==> src/rtl/rf_pkg.sv <==
// Shared parameters and types for the register-file writeback arbiter.
package rf_pkg;

    localparam int WIDTH   = 32;
    localparam int SIZE    = 32;
    localparam int INDEX_W = $clog2(SIZE);

    // Requester identity; also the encoding of the arbitration priority bit.
    typedef enum logic {
        REQ_A = 1'b0,
        REQ_B = 1'b1
    } req_id_e;

    // The requester that is preferred after r wins a contended cycle.
    function automatic req_id_e other_req(req_id_e r);
        return (r == REQ_A) ? REQ_B : REQ_A;
    endfunction

endpackage

==> src/rtl/rf_wb_arbiter_if.sv <==
// Writeback bus: two requester handshakes plus the registered RF write port.
//
// Handshake: a transfer happens in any cycle where valid and ready are both 1.
// valid never waits on ready, and a requester holding valid keeps index/data
// stable until its transfer. ready is combinational from valid and the
// arbitration state, and at most one ready is high per cycle.
interface rf_wb_arbiter_if #(
    parameter int WIDTH   = rf_pkg::WIDTH,
    parameter int INDEX_W = rf_pkg::INDEX_W
);
    logic               a_valid;
    logic               a_ready;
    logic [INDEX_W-1:0] a_index;
    logic [WIDTH-1:0]   a_data;

    logic               b_valid;
    logic               b_ready;
    logic [INDEX_W-1:0] b_index;
    logic [WIDTH-1:0]   b_data;

    logic               wr_en;
    logic [INDEX_W-1:0] wr_index;
    logic [WIDTH-1:0]   wr_data;

    // Requester / register-file side.
    modport master (
        output a_valid, a_index, a_data,
        output b_valid, b_index, b_data,
        input  a_ready, b_ready,
        input  wr_en, wr_index, wr_data
    );

    // Arbiter side.
    modport slave (
        input  a_valid, a_index, a_data,
        input  b_valid, b_index, b_data,
        output a_ready, b_ready,
        output wr_en, wr_index, wr_data
    );
endinterface

==> src/rtl/rf_scoreboard.sv <==
// Pending-write scoreboard: one bit per register, index 0 never pending.
// A set and a clear of the same index in one cycle leave the bit set.
module rf_scoreboard #(
    parameter int SIZE    = rf_pkg::SIZE,
    parameter int INDEX_W = $clog2(SIZE)
) (
    input  logic               clk,
    input  logic               reset,
    input  logic               set_en_i,
    input  logic [INDEX_W-1:0] set_index_i,
    input  logic               clr_en_i,
    input  logic [INDEX_W-1:0] clr_index_i,
    input  logic [INDEX_W-1:0] rd1_index_i,
    input  logic [INDEX_W-1:0] rd2_index_i,
    output logic               rd1_busy_o,
    output logic               rd2_busy_o
);
    logic [SIZE-1:0] pending_q;
    logic [SIZE-1:0] pending_d;

    // Next pending state: clear first, then set so a same-index set wins.
    always_comb begin
        pending_d = pending_q;
        if (clr_en_i) begin
            pending_d[clr_index_i] = 1'b0;
        end
        if (set_en_i) begin
            pending_d[set_index_i] = 1'b1;
        end
        pending_d[0] = 1'b0;
    end

    // Pending-bit register with synchronous active-low clear.
    always_ff @(posedge clk) begin
        if (!reset) begin
            pending_q <= '0;
        end else begin
            pending_q <= pending_d;
        end
    end

    assign rd1_busy_o = pending_q[rd1_index_i];
    assign rd2_busy_o = pending_q[rd2_index_i];

endmodule

==> src/rtl/rf_wb_arbiter.sv <==
// Writeback arbiter: round-robin between ALU (A) and load (B) writebacks,
// registered register-file write port, and a pending-write scoreboard
// answering busy queries for two source operands.
module rf_wb_arbiter #(
    parameter int WIDTH   = rf_pkg::WIDTH,
    parameter int SIZE    = rf_pkg::SIZE,
    parameter int INDEX_W = $clog2(SIZE)
) (
    input  logic               clk,
    input  logic               reset,
    rf_wb_arbiter_if.slave     bus,
    input  logic               issue_en,
    input  logic [INDEX_W-1:0] issue_index,
    input  logic [INDEX_W-1:0] rd1_index,
    input  logic [INDEX_W-1:0] rd2_index,
    output logic               rd1_busy,
    output logic               rd2_busy
);
    import rf_pkg::*;

    // Requester preferred in the next contended cycle; clears to REQ_A.
    req_id_e            prio_q;

    logic               a_ready;
    logic               b_ready;
    logic               a_xfer;
    logic               b_xfer;
    logic               xfer;
    logic [INDEX_W-1:0] sel_index;
    logic [WIDTH-1:0]   sel_data;

    logic               wr_en_q;
    logic [INDEX_W-1:0] wr_index_q;
    logic [WIDTH-1:0]   wr_data_q;
    logic               wr_en;

    // Grant: a lone requester is served at once; contention goes to prio_q.
    // Nothing is granted while reset is low.
    always_comb begin
        a_ready = 1'b0;
        b_ready = 1'b0;
        if (reset) begin
            if (bus.a_valid && bus.b_valid) begin
                if (prio_q == REQ_A) begin
                    a_ready = 1'b1;
                end else begin
                    b_ready = 1'b1;
                end
            end else if (bus.a_valid) begin
                a_ready = 1'b1;
            end else if (bus.b_valid) begin
                b_ready = 1'b1;
            end
        end
    end

    assign a_xfer    = bus.a_valid && a_ready;
    assign b_xfer    = bus.b_valid && b_ready;
    assign xfer      = a_xfer || b_xfer;
    assign sel_index = a_xfer ? bus.a_index : bus.b_index;
    assign sel_data  = a_xfer ? bus.a_data  : bus.b_data;

    // Priority bit and registered write port; index 0 transfers are dropped.
    always_ff @(posedge clk) begin
        if (!reset) begin
            prio_q     <= REQ_A;
            wr_en_q    <= 1'b0;
            wr_index_q <= '0;
            wr_data_q  <= '0;
        end else begin
            if (bus.a_valid && bus.b_valid) begin
                prio_q <= other_req(prio_q);
            end
            wr_en_q <= xfer && (sel_index != '0);
            if (xfer) begin
                wr_index_q <= sel_index;
                wr_data_q  <= sel_data;
            end
        end
    end

    // A write accepted just before reset falls into the reset cycle; masking
    // it with reset discards it instead of letting it reach the register file.
    assign wr_en = wr_en_q && reset;

    assign bus.a_ready  = a_ready;
    assign bus.b_ready  = b_ready;
    assign bus.wr_en    = wr_en;
    assign bus.wr_index = wr_index_q;
    assign bus.wr_data  = wr_data_q;

    rf_scoreboard #(
        .SIZE    (SIZE),
        .INDEX_W (INDEX_W)
    ) u_scoreboard (
        .clk         (clk),
        .reset       (reset),
        .set_en_i    (issue_en),
        .set_index_i (issue_index),
        .clr_en_i    (wr_en),
        .clr_index_i (wr_index_q),
        .rd1_index_i (rd1_index),
        .rd2_index_i (rd2_index),
        .rd1_busy_o  (rd1_busy),
        .rd2_busy_o  (rd2_busy)
    );

endmodule
==> src/flat_wrapper.sv <==
// flat-port wrapper written by rule: the top's interface ports become plain ports
module rf_wb_arbiter_flat import rf_pkg::*;
#(
    parameter int WIDTH   = rf_pkg::WIDTH,
    parameter int SIZE    = rf_pkg::SIZE,
    parameter int INDEX_W = $clog2(SIZE)
)
  (clk, reset, issue_en, issue_index, rd1_index, rd2_index, rd1_busy, rd2_busy, bus_a_valid, bus_a_index, bus_a_data, bus_b_valid, bus_b_index, bus_b_data, bus_a_ready, bus_b_ready, bus_wr_en, bus_wr_index, bus_wr_data);
  rf_wb_arbiter_if #(.WIDTH(WIDTH), .INDEX_W(INDEX_W)) bus_i ();
  input  logic clk;
  input  logic reset;
  input  logic issue_en;
  input  logic [INDEX_W-1:0] issue_index;
  input  logic [INDEX_W-1:0] rd1_index;
  input  logic [INDEX_W-1:0] rd2_index;
  output logic rd1_busy;
  output logic rd2_busy;
  input wire logic [$bits(bus_i.a_valid)-1:0] bus_a_valid;
  input wire logic [$bits(bus_i.a_index)-1:0] bus_a_index;
  input wire logic [$bits(bus_i.a_data)-1:0] bus_a_data;
  input wire logic [$bits(bus_i.b_valid)-1:0] bus_b_valid;
  input wire logic [$bits(bus_i.b_index)-1:0] bus_b_index;
  input wire logic [$bits(bus_i.b_data)-1:0] bus_b_data;
  output wire logic [$bits(bus_i.a_ready)-1:0] bus_a_ready;
  output wire logic [$bits(bus_i.b_ready)-1:0] bus_b_ready;
  output wire logic [$bits(bus_i.wr_en)-1:0] bus_wr_en;
  output wire logic [$bits(bus_i.wr_index)-1:0] bus_wr_index;
  output wire logic [$bits(bus_i.wr_data)-1:0] bus_wr_data;
  assign bus_i.a_valid = bus_a_valid;
  assign bus_i.a_index = bus_a_index;
  assign bus_i.a_data = bus_a_data;
  assign bus_i.b_valid = bus_b_valid;
  assign bus_i.b_index = bus_b_index;
  assign bus_i.b_data = bus_b_data;
  assign bus_a_ready = bus_i.a_ready;
  assign bus_b_ready = bus_i.b_ready;
  assign bus_wr_en = bus_i.wr_en;
  assign bus_wr_index = bus_i.wr_index;
  assign bus_wr_data = bus_i.wr_data;
  rf_wb_arbiter #(.WIDTH(WIDTH), .SIZE(SIZE), .INDEX_W(INDEX_W)) u_core (.clk(clk), .reset(reset), .bus(bus_i), .issue_en(issue_en), .issue_index(issue_index), .rd1_index(rd1_index), .rd2_index(rd2_index), .rd1_busy(rd1_busy), .rd2_busy(rd2_busy));
endmodule
==> config.mk <==
export PLATFORM = sky130hd
export DESIGN_NAME = rf_wb_arbiter_flat
export DESIGN_NICKNAME = d
export VERILOG_FILES = /design/src/rtl/rf_pkg.sv /design/src/rtl/rf_wb_arbiter_if.sv /design/src/rtl/rf_scoreboard.sv /design/src/rtl/rf_wb_arbiter.sv /design/src/flat_wrapper.sv
export SDC_FILE = /design/constraint.sdc
export NUM_CORES = 1
export LEC_CHECK = 0
export ABC_AREA = 1
export CAP_MARGIN = 25
export CORE_ASPECT_RATIO = 1.4
export CORE_MARGIN = 2
export CORE_UTILIZATION = 40
export DETAILED_ROUTE_END_ITERATION = 12
export GPL_ROUTABILITY_DRIVEN = 0
export MAX_ROUTING_LAYER = met4
export PLACE_DENSITY_LB_ADDON = 0.25
export REMOVE_ABC_BUFFERS = 1
export SLEW_MARGIN = 20
export SYNTH_ARGS = -nofsm -noshare
export SYNTH_HDL_FRONTEND = slang
export SYNTH_HIERARCHICAL = 1
export SYNTH_SLANG_ARGS = --single-unit
==> constraint.sdc <==
create_clock -name clk -period 4.7 [get_ports clk]
set_input_delay 0.94 -clock clk [delete_from_list [all_inputs] [get_ports clk]]
set_output_delay 0.94 -clock clk [all_outputs]
set_load 0.01 [all_outputs]
==> results of run 1 <==
state kept, by name, indices dropped and copies added (netlist names):
signal,flops
u_core/bus.wr_data,32
u_core/bus.wr_index,5
u_core/prio_q,1
u_core/u_scoreboard/pending_q,31
u_core/wr_en_q,1
power by group:
part | internal, uW | total (uW) | switching [uW]
Clock | 404 | 634 | 230
Combinational | 173 | 341 | 167
Sequential | 628 | 652 | 24.0
Total | 1200 | 1630 | 421
worst min path at each step:
stage | from | cells after the start | end | slack, ps
floorplan | u_core/u_scoreboard/pending_q[2] | 2 | u_core/u_scoreboard/pending_q[2] | 450
global placement | u_core/u_scoreboard/pending_q[5] | 2 | u_core/u_scoreboard/pending_q[5] | 470
detailed placement | u_core/u_scoreboard/pending_q[3] | 2 | u_core/u_scoreboard/pending_q[3] | 470
CTS | u_core/u_scoreboard/pending_q[3] | 2 | u_core/u_scoreboard/pending_q[3] | 480
global route | u_core/u_scoreboard/pending_q[18] | 2 | u_core/u_scoreboard/pending_q[18] | 520
finish | u_core/u_scoreboard/pending_q[3] | 2 | u_core/u_scoreboard/pending_q[3] | 490
per-stage QoR:
stage / power [uW] / std cells / area, sq um
6_report: 1630 / 826 / 5500
2_1_floorplan: 803 / 562 / 3690
3_3_place_gp: 997 / 812 / 5220
3_5_place_dp: 1000 / 812 / 5220
5_1_grt: 1700 / 826 / 5500
4_1_cts: 1640 / 826 / 5500
Yosys cell counts, drive strengths merged, types with 2 or more instances:
library cell and count:
a21oi 31, buf 20, dfxtp 70, nand3 97, o211ai 35, clkbuf 10, o21ai 35, inv 77
nand2 197, nor2 4, a21o 2, nor3 12
worst max-delay path, delay by kind of cell:
| kind | cells | cell delay (ps) |
|---|---|---|
| buf+inv | 3 | 1590 |
| simple gates | 8 | 550 |
per-layer routing:
metal / global-route usage (%) / share of wire [%]
met5: - / 0
met4: 10.6 / 3.1
met3: 6.89 / 8.7
met2: 41.6 / 50
met1: 26.9 / 38
logic make-up (layout without fill, tap and decap cells):
group           after synthesis  in the layout  share of synthesized area (%)
compound gates              104            104                           15.9
flops                        70             70                           36.3
buf+inv                     107            231                           12.0
simple gates                311            311                           35.8
area by class of cell:
class / count / area, sq um
inverter: 77 / 294
clock inverter: 2 / 35.0
clock buffer: 12 / 236
tap: 110 / 138
sequential: 70 / 1400
multi-input combinational: 415 / 2000
fill: 905 / 3910
timing repair buffer: 140 / 1390
==> results.ini, run 1 <==
[run_status]
status = finished clean

[critical_path]
r2r_end = u_core/wr_en_q
end_kind = output port
worstSetupPathType = in2out
cp_slowest_cell = clkdlybuf4s50_1
crit_end = rd2_busy
critPathMaxFanout = 17
worstPathRequired_ps = 3760
r2r.worst_path.cells = 8
timing.rr.start = u_core/prio_q
path_cells = clkdlybuf4s50_1, inv_4, nand2_1, nand3_1, nand3_1, nand2_1, nand2_1, nand2_1, nand2_1, nand2_1, clkdlybuf4s50_1
startpoint = rd2_index[0]
crit_arrival_ps = 3090
start_kind = input port
critPathMaxStageDelay_ps = 760
cpMostUsedCell = nand2_1
rrSetupSlack_ps = 3150

[drt]
drtIter0Drc = 246
vias = 4465
drc = 0
dr.pass1.iters = 5
via_per_inst = 5.41
ant_nets = 0
wl_um = 12200
wl_per_cell_um = 14.8

[timing]
slew_viol_final = 0
setup_viol = 0
fin_hold_ws_ps = 486
fin_crit_sh_pct = 85.7
finalHoldViolCount = 0
fmax_mhz = 248
rsz0062_at_grt = no
worst_slack_ps = 673
tightest_slew_ps = 934
period_minus_slack_ps = 4030
maxSlewHeadroom_pct = 37.6
finClkSkew_ps = 2.93
finalSetupTns_ps = 0

[global_route]
grt_pass1_wl_um = 20000
antenna_found_initial = 0
grt_overflow = 0
grt_max_degree = 39
grt_pass1_vias = 4314
grtUsageTotal_pct = 24.7

[clock_network]
cts_buffers = 9
h-tree-depth = 3
ctsHoldBuffers = 0
cts_tree = done
clk_latency_ps = 330
postCtsSetupBuffers = 0
ctsLongestPathBuffers = 2
clk_pin_slew_ps = 50
cts_root_buf = clkbuf_16
cts.sinks = 70
cts-resized-gates = 0

[synthesis]
yosysUniqueCellTypes = 22
synth_top_area_share_pct = 36.3
synthFlopType = dfxtp_1
synth-seq-area-share_pct = 36.3
yosys.area.top_type = dfxtp_1
synthCells = 592
netlist_area_sq_mm = 0.00386
synth_edf_count = 0
synthTopCellsByArea = dfxtp_1 (36%), nand2_1 (19%), nand3_1 (13%)
yosysWarnings = 6
ys_ff_latch = 70
avgSynthCellArea_sq_um = 6.53
ys_async_sr_fraction_pct = 0

[floorplanning]
initial_core_util_pct = 41.1
dieHeight_um = 120
fp.dieW_um = 87.1
std_cell_rows = 42
boundaryPins = 136
dieArea_sq_mm = 0.0105
core_sq_mm = 0.00941

[cells_and_area]
drive_gt1_share_pct = 6.15
area_growth_pct = 42.2
antenna_cells = 0
fin_nets = 807
final_cell_mix = nand2_1 (195), clkdlybuf4s50_1 (135), nand3_1 (97)
layout_commonest_cell = nand2_1
final_core_util_pct = 58.4

[min_path]
min_path_type = reg2reg

[placed_design]
pre_cts_slack_ps = 723
port_buffers = 135
dp.final_hpwl_um = 9170

[run]
cap_viol_max_count = 0

[power_and_ir_drop]
peakVddDrop_uv = 173
power_leakage_uw = 0.00238
power.density_mw_per_mm2 = 296

Power figures use the tool's default switching activity.
==> inputs of run 2 (changes only) <==
--- a/config.mk
+++ b/config.mk
@@ -7,7 +7,7 @@
 export LEC_CHECK = 0
 export ABC_AREA = 1
 export CAP_MARGIN = 25
-export CORE_ASPECT_RATIO = 1.4
+export CORE_ASPECT_RATIO = 1.2
 export CORE_MARGIN = 2
 export CORE_UTILIZATION = 40
 export DETAILED_ROUTE_END_ITERATION = 12
==> run 2 against run 1 <==
First-iteration DRC count increased by 19%. Final area increased by 0.87%. Die area about the same. Highest routed layer unchanged. Setup slack improved by 66 ps. Via count decreased by 1.4%. Clock skew increased by 3.0 ps. Sequential cell count unchanged. Hold slack got worse by 10 ps.
==> results.ini, run 2 (synthesized netlist as in run 1, its figures left out) <==
[run_status]
status = finished clean

[critical_path]
crit_arrival_ps = 3020
path_delay_family = buffers and inverters
worstPathRequired_ps = 3760
start_kind = input port
end_kind = output port
critPathMaxFanout = 17
critPathMaxStageDelay_ps = 730
crit_buf_inv = 3
crit_cells = 11
worstSetupPathType = in2out
cpMostUsedCell = nand2_1
r2r.worst_path.cells = 8
cp_slowest_cell = clkdlybuf4s50_1
path_cells = clkdlybuf4s50_1, inv_4, nand2_1, nand3_1, nand3_1, nand2_1, nand2_1, nand2_1, nand2_1, nand2_1, clkdlybuf4s50_1

[clock_network]
clk_latency_ps = 330
h-tree-depth = 3
cts_buffers = 9
cts_root_buf = clkbuf_16
clk_pin_slew_ps = 60
postCtsSetupBuffers = 0
cts-resized-gates = 0
ctsHoldBuffers = 0
cts_tree = done
ctsLongestPathBuffers = 2
cts.sinks = 70

[drt]
wl_per_cell_um = 14.4
dr.pass1.iters = 5
ant_nets = 0
drtIter0Drc = 293
drc = 0
via_per_inst = 5.25
vias = 4402
wl_um = 12100

[floorplanning]
initial_core_util_pct = 40.8
dieArea_sq_mm = 0.0105
dieHeight_um = 112
fp.dieW_um = 93.7
boundaryPins = 136
std_cell_rows = 39
core_sq_mm = 0.00947

[cells_and_area]
layout.cells.non_filler = 839
largest_reg_flops = 32
drive_gt1_share_pct = 6.56
fin_nets = 806
final_cell_mix = nand2_1 (195), clkdlybuf4s50_1 (135), nand3_1 (97)
antenna_cells = 0
fin_area_sq_mm = 0.00554
layout_commonest_cell = nand2_1
area_growth_pct = 43.4
final_core_util_pct = 58.6
num-fill-cells = 889
regArea_sq_mm = 0.00140
multiInputGateArea_sq_mm = 0.00200

[global_route]
grtUsageTotal_pct = 24.2
antenna_found_initial = 0
grt_pass1_wl_um = 19700
gr-max-usage-layer = met2
grt_util_met3_pct = 6.36
grt_max_degree = 49
grt_overflow = 0
grtUsageMet1_pct = 28.1
grt_pass1_vias = 4232
gr-usage-met2_pct = 39.7

[power_and_ir_drop]
peakVddDrop_uv = 200
intPower_uw = 1220
p_comb_share_pct = 20.4
pwr-share-clk_pct = 40.6
p_sw_share_pct = 26.5
seq_power_share_pct = 39.1
power.density_mw_per_mm2 = 301
power_leakage_uw = 0.00239
switchingPower_uw = 442

[timing]
maxSlewHeadroom_pct = 39.8
period_minus_slack_ps = 3960
slew_viol_final = 0
setup_viol = 0
finClkSkew_ps = 5.94
finalHoldViolCount = 0
fmax_mhz = 252
finalSetupTns_ps = 0
rsz0062_at_grt = no
tightest_slew_ps = 901
fin_crit_sh_pct = 84.3

[placed_design]
dp.final_hpwl_um = 9160
port_buffers = 135
place_area_sq_mm = 0.00525
dp_cells = 824

[min_path]
hold-path-cell-count = 2
min_path_type = reg2reg

[run]
cap_viol_max_count = 0

run 2: changes by cell type in the layout (fill, tap and decap cells not counted), sizes merged:
cell / before / now
buf: 5 / 4
clkbuf: 12 / 10
clkinvlp: 0 / 2
inv: 77 / 78
run 2: layer usage:
layer  wire (um)  vias to the layer above  share of wire, %
met2        5810                      217                48
met4         341                        0               2.8
met1        4890                     1968                40
met5           0                        -                 0
met3        1060                       34               8.8
li1            -                     2183                 -
run 2: worst paths after layout:
path,startpoint,to,slack (ps)
min,u_core/u_scoreboard/pending_q[2],u_core/u_scoreboard/pending_q[2],480
min reg2reg,u_core/u_scoreboard/pending_q[2],u_core/u_scoreboard/pending_q[2],480
max,rd1_index[0],rd1_busy,740
max reg2reg,u_core/prio_q,u_core/wr_en_q,3220
run 2: per-stage QoR:
step	setup slack (ps)	power, uW	hold slack (ps)
finish	739	1670	476
global route	529	1740	514
CTS	747	1670	478
detailed placement	763	1000	470
global placement	811	996	462
floorplan	1960	803	450
run 2: area by class of cell:
cell class / count / area share (%)
Multi-Input combinational cell: 415 / 36.1
Sequential cell: 70 / 25.3
Clock buffer: 10 / 4.31
Inverter: 77 / 5.30
Clock inverter: 5 / 1.06
Timing Repair Buffer: 139 / 25.1
Tap cell: 123 / 2.78
run 2: power by group through the flow:
stage / logic (uW) / clock network (uW) / registers, uW
final: 340 / 676 / 651
after global routing: 374 / 713 / 655
after CTS: 341 / 683 / 651
after detailed placement: 339 / 0 / 662
after global placement: 335 / 0 / 661
after floorplan: 131 / 0 / 671
run 2: tightest hold or removal path: cells and delay by family (launching register included):
family          cells  cell delay, ps
flops               1             310
compound gates      2             130
